File: src/rtl/sme_param.sv
`default_nettype none
// ============================================================================
//  Module   : sme_param
//  Brief    : String-matching engine with wildcard, anchor and single-star
//             pattern support, one character comparison per clock.
//  Revision : 1.0
// ============================================================================
module sme_param #(
    parameter int STR_MAX = 32,
    parameter int PAT_MAX = 8,
    parameter int IDX_W   = $clog2(STR_MAX)
) (
    input  logic             clk,
    input  logic             reset,
    input  logic [7:0]       chardata,
    input  logic             isstring,
    input  logic             ispattern,
    input  logic             nocase,
    output logic             busy,
    output logic             valid,
    output logic             match,
    output logic [IDX_W-1:0] match_index
);
    localparam int PIW = $clog2(PAT_MAX);
    localparam int CW  = IDX_W + PIW + 2;
    localparam logic [CW-1:0] ONE  = CW'(1);
    localparam logic [CW-1:0] SMAX = CW'(STR_MAX);
    localparam logic [CW-1:0] PMAX = CW'(PAT_MAX);
    localparam logic [7:0] CH_DOT = 8'h2E, CH_CARET = 8'h5E, CH_DOLLAR = 8'h24;
    localparam logic [7:0] CH_STAR = 8'h2A, CH_SPACE = 8'h20;

    typedef enum logic [2:0] {IDLE, LOAD_STR, LOAD_PAT, SEARCH, DONE} state_t;

    state_t          state_q, state_d;
    logic [7:0]      str_q [STR_MAX];
    logic [7:0]      str_d [STR_MAX];
    logic [7:0]      pat_q [PAT_MAX];
    logic [7:0]      pat_d [PAT_MAX];
    logic [CW-1:0]   slen_q, slen_d, plen_q, plen_d;
    logic [CW-1:0]   st_q, st_d, si_q, si_d, pj_q, pj_d;
    logic            nc_q, nc_d, phase_q, phase_d, res_m_q, res_m_d;
    logic [IDX_W-1:0] midx_q, midx_d, res_i_q, res_i_d;

    logic            star_found;
    logic [CW-1:0]   star_pos, need0, need1, need, seg_lo, seg_hi, si_next, seg_end;
    logic [7:0]      tok, ch, prev;
    logic            in_str, is_caret, is_dollar, consume, tok_ok, seg_done;

    function automatic logic [7:0] fold(input logic [7:0] c, input logic nc);
        fold = (nc && c >= 8'h41 && c <= 8'h5A) ? (c | 8'h20) : c;
    endfunction

    // The first '*' splits the pattern into a prefix and a suffix segment;
    // anchors and the star consume no string characters.
    always_comb begin
        star_found = 1'b0;
        star_pos   = '0;
        need0      = '0;
        need1      = '0;
        for (int i = 0; i < PAT_MAX; i++) begin
            if (CW'(i) < plen_q) begin
                if (pat_q[i] == CH_STAR && !star_found) begin
                    star_found = 1'b1;
                    star_pos   = CW'(i);
                end else if (!(i == 0 && pat_q[i] == CH_CARET) &&
                             !(CW'(i) == plen_q - ONE && pat_q[i] == CH_DOLLAR)) begin
                    if (star_found) need1 = need1 + ONE;
                    else            need0 = need0 + ONE;
                end
            end
        end
    end

    // A leading '^' looks at the character before the attempt start, so the
    // attempt start itself is the reported index.
    always_comb begin
        tok       = pat_q[pj_q[PIW-1:0]];
        ch        = str_q[si_q[IDX_W-1:0]];
        prev      = str_q[IDX_W'(si_q - ONE)];
        in_str    = si_q < slen_q;
        is_caret  = (pj_q == '0) && (tok == CH_CARET);
        is_dollar = (pj_q == plen_q - ONE) && (tok == CH_DOLLAR);
        if (is_caret)       tok_ok = (si_q == '0) || (prev == CH_SPACE);
        else if (is_dollar) tok_ok = !in_str || (ch == CH_SPACE);
        else                tok_ok = in_str && ((tok == CH_DOT) || (fold(ch, nc_q) == fold(tok, nc_q)));
        consume = !(is_caret || is_dollar);
        si_next = consume ? si_q + ONE : si_q;
        seg_lo  = phase_q ? star_pos + ONE : '0;
        seg_hi  = phase_q ? plen_q : (star_found ? star_pos : plen_q);
        need    = phase_q ? need1 : need0;
    end

    always_comb begin
        state_d  = state_q;
        str_d    = str_q;
        pat_d    = pat_q;
        slen_d   = slen_q;
        plen_d   = plen_q;
        nc_d     = nc_q;
        phase_d  = phase_q;
        st_d     = st_q;
        si_d     = si_q;
        pj_d     = pj_q;
        midx_d   = midx_q;
        res_m_d  = res_m_q;
        res_i_d  = res_i_q;
        seg_done = 1'b0;
        seg_end  = si_q;
        case (state_q)
            IDLE, LOAD_STR: begin
                if (isstring) begin
                    if (state_q == IDLE) begin
                        str_d[0] = chardata;
                        slen_d   = ONE;
                        state_d  = LOAD_STR;
                    end else if (slen_q < SMAX) begin
                        str_d[slen_q[IDX_W-1:0]] = chardata;
                        slen_d = slen_q + ONE;
                    end
                end else if (ispattern) begin
                    pat_d[0] = chardata;
                    plen_d   = ONE;
                    nc_d     = nocase;
                    state_d  = LOAD_PAT;
                end else begin
                    state_d = IDLE;
                end
            end
            LOAD_PAT: begin
                if (ispattern && !isstring) begin
                    if (plen_q < PMAX) begin
                        pat_d[plen_q[PIW-1:0]] = chardata;
                        plen_d = plen_q + ONE;
                    end
                end else begin
                    state_d = SEARCH;
                    phase_d = 1'b0;
                    st_d    = '0;
                    si_d    = '0;
                    pj_d    = '0;
                end
            end
            SEARCH: begin
                if (slen_q == '0) begin
                    res_m_d = (plen_q == CW'(2)) && (pat_q[0] == CH_CARET) && (pat_q[1] == CH_DOLLAR);
                    res_i_d = '0;
                    state_d = DONE;
                end else if (st_q + need > slen_q) begin
                    res_m_d = 1'b0;
                    res_i_d = '0;
                    state_d = DONE;
                end else if (pj_q == seg_hi) begin
                    seg_done = 1'b1;
                end else if (tok_ok) begin
                    if (pj_q + ONE == seg_hi) begin
                        seg_done = 1'b1;
                        seg_end  = si_next;
                    end else begin
                        pj_d = pj_q + ONE;
                        si_d = si_next;
                    end
                end else if (st_q + ONE + need > slen_q) begin
                    res_m_d = 1'b0;
                    res_i_d = '0;
                    state_d = DONE;
                end else begin
                    st_d = st_q + ONE;
                    si_d = st_q + ONE;
                    pj_d = seg_lo;
                end
                // Earliest prefix gives the earliest end, so only that one needs a suffix search.
                if (seg_done) begin
                    if (!phase_q && star_found) begin
                        midx_d  = IDX_W'(st_q);
                        phase_d = 1'b1;
                        st_d    = seg_end;
                        si_d    = seg_end;
                        pj_d    = star_pos + ONE;
                    end else begin
                        res_m_d = 1'b1;
                        res_i_d = phase_q ? midx_q : IDX_W'(st_q);
                        state_d = DONE;
                    end
                end
            end
            DONE:    state_d = IDLE;
            default: state_d = IDLE;
        endcase
    end

    always_ff @(posedge clk or negedge reset) begin
        if (!reset) begin
            state_q <= IDLE;
            str_q   <= '{default: 8'h20};
            pat_q   <= '{default: 8'h20};
            slen_q  <= '0;
            plen_q  <= '0;
            nc_q    <= 1'b0;
            phase_q <= 1'b0;
            st_q    <= '0;
            si_q    <= '0;
            pj_q    <= '0;
            midx_q  <= '0;
            res_m_q <= 1'b0;
            res_i_q <= '0;
        end else begin
            state_q <= state_d;
            str_q   <= str_d;
            pat_q   <= pat_d;
            slen_q  <= slen_d;
            plen_q  <= plen_d;
            nc_q    <= nc_d;
            phase_q <= phase_d;
            st_q    <= st_d;
            si_q    <= si_d;
            pj_q    <= pj_d;
            midx_q  <= midx_d;
            res_m_q <= res_m_d;
            res_i_q <= res_i_d;
        end
    end

    assign busy        = (state_q == SEARCH) || (state_q == DONE);
    assign valid       = (state_q == DONE);
    assign match       = valid && res_m_q;
    assign match_index = match ? res_i_q : '0;

endmodule
`default_nettype wire
File: config.mk
export PLATFORM = sky130hd
export DESIGN_NAME = sme_param
export DESIGN_NICKNAME = d
export VERILOG_FILES = /design/src/rtl/sme_param.sv
export SDC_FILE = /design/constraint.sdc
export NUM_CORES = 1
export LEC_CHECK = 0
export BUFFER_PORTS_ARGS = -buffer_cell sky130_fd_sc_hd__buf_2
export CORE_MARGIN = 5
export CORE_UTILIZATION = 50
export DETAILED_ROUTE_END_ITERATION = 16
export MAX_ROUTING_LAYER = met4
export PLACE_DENSITY = 0.73
export SLEW_MARGIN = 20
export SYNTH_ARGS = -nofsm -noshare
export SYNTH_HDL_FRONTEND = slang
export SYNTH_SLANG_ARGS = --single-unit
File: constraint.sdc
create_clock -name clk -period 13.51 [get_ports clk]
set_input_delay 2.0265 -clock clk [delete_from_list [all_inputs] [get_ports clk]]
set_output_delay 2.0265 -clock clk [all_outputs]
set_load 0.005 [all_outputs]
==> flow_metrics.tcl <==
set metrics [dict create \
    status "complete, no violations" \
    finalClockSkew_ns 0.0212 \
    clock-sinks 386 \
    cts_tree "built" \
    final_cells 3029 \
    place_congestion 0.983 \
    drt_iter0_drc 2313 \
    antenna_found_initial 0 \
    final_common_cell "dfrtp_1" \
    rows 82 \
    max_slew_margin_pct 23.3 \
    synth_seq_area_share_pct 38.8 \
    yosysTopAreaCellShare_pct 34.6 \
    clk_pin_slew_worst_paths_ns 0.06 \
    grt.busiest_layer "met2" \
    drv_slew 0 \
    crit_top_cell "ha_1" \
    avgSynthCellArea_um2 10.5 \
    multi_input_area_um2 14500 \
    use_met3_pct 4.78 \
    hold_viol 0 \
    grt_max_degree 101 \
    cts_max_level 2 \
    drt-total-wl_mm 74.8 \
    fin_crit_ns 11.81 \
    pre_cts_ws_ns 1.89 \
    cp_slowest_cell "dfrtp_1" \
    hold_start "midx_q[0]$_DFFE_PN0P_" \
    netlist_instances 2380 \
    rsz0062_at_grt "false" \
    firstDrtPassIters 7 \
    start_util_pct 50.2 \
    yosys.area.top_type "dfrtp_1" \
    startpoint "plen_q[1]$_DFFE_PN0P_" \
    use_met2_pct 43.1 \
    max_cap_viol_count 0 \
    dieHeight_um 234 \
    cp-end-kind "flip-flop" \
    dieArea_um2 54700 \
    yosysWarnings 0 \
    hp-class "flip-flop to flip-flop" \
    crit_required_ns 14.02 \
    slowest_delay_ns 0.61 \
    post_cts_buffers 0 \
    antenna_left 0 \
    wl_per_cell_um 24.7 \
    leakagePower_nw 11.6 \
    cts_resized 0 \
    mostFrequentLayoutCells "dfrtp_1 (342), mux2_2 (320), nand2_1 (185)" \
    routed_via_density 6.65 \
    worstSetupPathType "flip-flop to flip-flop" \
    ys.flop_type "dfrtp_1" \
    fin_ws_ns 1.70 \
    vias 20100 \
    diodes 0 \
    final_nets 2414 \
    postCtsHoldBufs 0 \
    synthTopCellsByArea "dfrtp_1 (35%), mux2_2 (14%), mux4_2 (5.1%)" \
    area_delta_synth_final_pct 7.99 \
    p_per_area_nw_per_um2 194 \
    grt_pass1_wl_mm 118 \
    clock_latency_ns 0.59 \
    fin_worst_hold_slack_ns 0.485 \
    post-route-util_pct 54.2 \
    cp_top_family "adder cells" \
    max_freq_mhz 84.6 \
    crit_buf_inv 4 \
    tns_ns 0 \
    synth_edf_count 0 \
    grt_use_met1_pct 38.4 \
    seqCellArea_um2 9720 \
    drc 0 \
    dp_cells 2950 \
    finalCritPeriodShare_pct 87.4 \
    cts_max_path_buffers 3 \
    grt_pass1_vias 20200 \
    clockRootBuffer "clkbuf_16" \
    syn_area_um2 25000 \
    post-dp-hpwl_mm 51.6 \
    ys_seq_elements 386 \
    cp.arrival_ns 12.33 \
    overflow 0 \
    ios 21 \
    numCtsBuffers 42 \
    synth.distinct_cells 99 \
    io_buffers 20 \
    r2r_start "plen_q[1]$_DFFE_PN0P_" \
    drive_above_1_share_pct 25.0 \
    die_w_um 234 \
    async_reset_ff_share_pct 100 \
    grt_usage_pct 28.0 \
    critPathMaxFanout 14 \
    fill_cells 4355 \
    start_kind "flip-flop" \
    ir_worst_vdd_mv 0.139 \
    final-setup-viol-count 0 \
    coreArea_um2 49900 \
    tightest_slew_ns 1.15 \
]
[registers in the layout (all words and copies together), names as in the netlist]
signal,count
pat_q,64
nc_q,1
res_m_q,1
st_q,10
str_q,256
res_i_q,5
midx_q,5
si_q,10
phase_q,1
plen_q,10
pj_q,10
state_q,3
slen_q,10
[report_power, final]
| group | switching [W] | total [W] | internal (W) |
|---|---|---|---|
| combinational | 0.00149 | 0.00246 | 0.000971 |
| clock | 0.000499 | 0.00120 | 0.000700 |
| sequential | 0.000232 | 0.00159 | 0.00135 |
[stage by stage]
step,power [W],cell area (µm²)
5_1_grt,0.00554,27000
2_1_floorplan,0.00331,25100
6_report,0.00525,27000
3_3_place_gp,0.00393,25600
3_5_place_dp,0.00400,25600
4_1_cts,0.00521,27000
[path summary, 6_finish.rpt]
kind	endpoint	slack (ns)	cells after the start
max	st_q[3]$_DFFE_PN0P_	1.70	48
min	midx_q[0]$_DFFE_PN0P_	0.49	2
max reg2reg	st_q[3]$_DFFE_PN0P_	1.70	48
min reg2reg	midx_q[0]$_DFFE_PN0P_	0.49	2
max in group asynchronous	str_q[78]$_DFFE_PN0P_	9.90	3
min in group asynchronous	plen_q[4]$_DFFE_PN0P_	1.52	1
[logic make-up after synthesis]
logic type	count (synthesis)	synth area share, %
adder cells (fa/ha/maj)	78	3.96
AO/OA/AOI/OAI	395	11.0
XOR/XNOR	110	4.13
multiplexers	451	22.5
AND/OR/NAND/NOR	744	16.1
other	1	0.0150
buffers and inverters	215	3.57
flip-flops	386	38.8
[area by class of cell]
class | count | share of cell area [%]
clock buffer | 61 | 4.60
clock inverter | 17 | 0.708
inverter | 62 | 0.861
multi-input combinational | 1782 | 53.5
sequential | 386 | 35.9
tap | 672 | 3.11
timing repair buffer | 49 | 1.30
[per-layer routing]
metal,wire (µm),vias to the layer above,part of all wire (%)
met5,0,-,0
met4,2560,0,3.4
met3,6310,187,8.4
met2,34400,996,46
met1,31500,10200,42
li1,-,8782,-
[worst register-to-register path: cells and delay by family (launching register included)]
kind | cells | cell delay [ns]
xor+xnor | 2 | 0.44
simple gates | 13 | 2.38
compound gates | 15 | 3.08
fa+ha+maj | 10 | 3.11
buf+inv | 4 | 1.04
mux | 4 | 1.11
flops | 1 | 0.61
[cells in the mapped netlist, drive strengths merged, types with 13 or more instances]
cell type,instances
a211oi,13
a21o,14
a21oi,83
a22oi,15
a31oi,27
and2,19
and3,29
buf,44
clkbuf,109
dfrtp,346
dfstp,40
ha,76
inv,58
mux2,320
mux2i,74
mux4,57
nand2,185
nand2b,17
nand3,86
nand4,29
nor2,128
nor2b,20
nor3,49
nor4,49
nor4b,35
o211ai,20
o21a,15
o21ai,72
o22ai,23
or2,14
xnor2,76
xor2,29
Note: power is estimated with default switching activity, not from simulation.
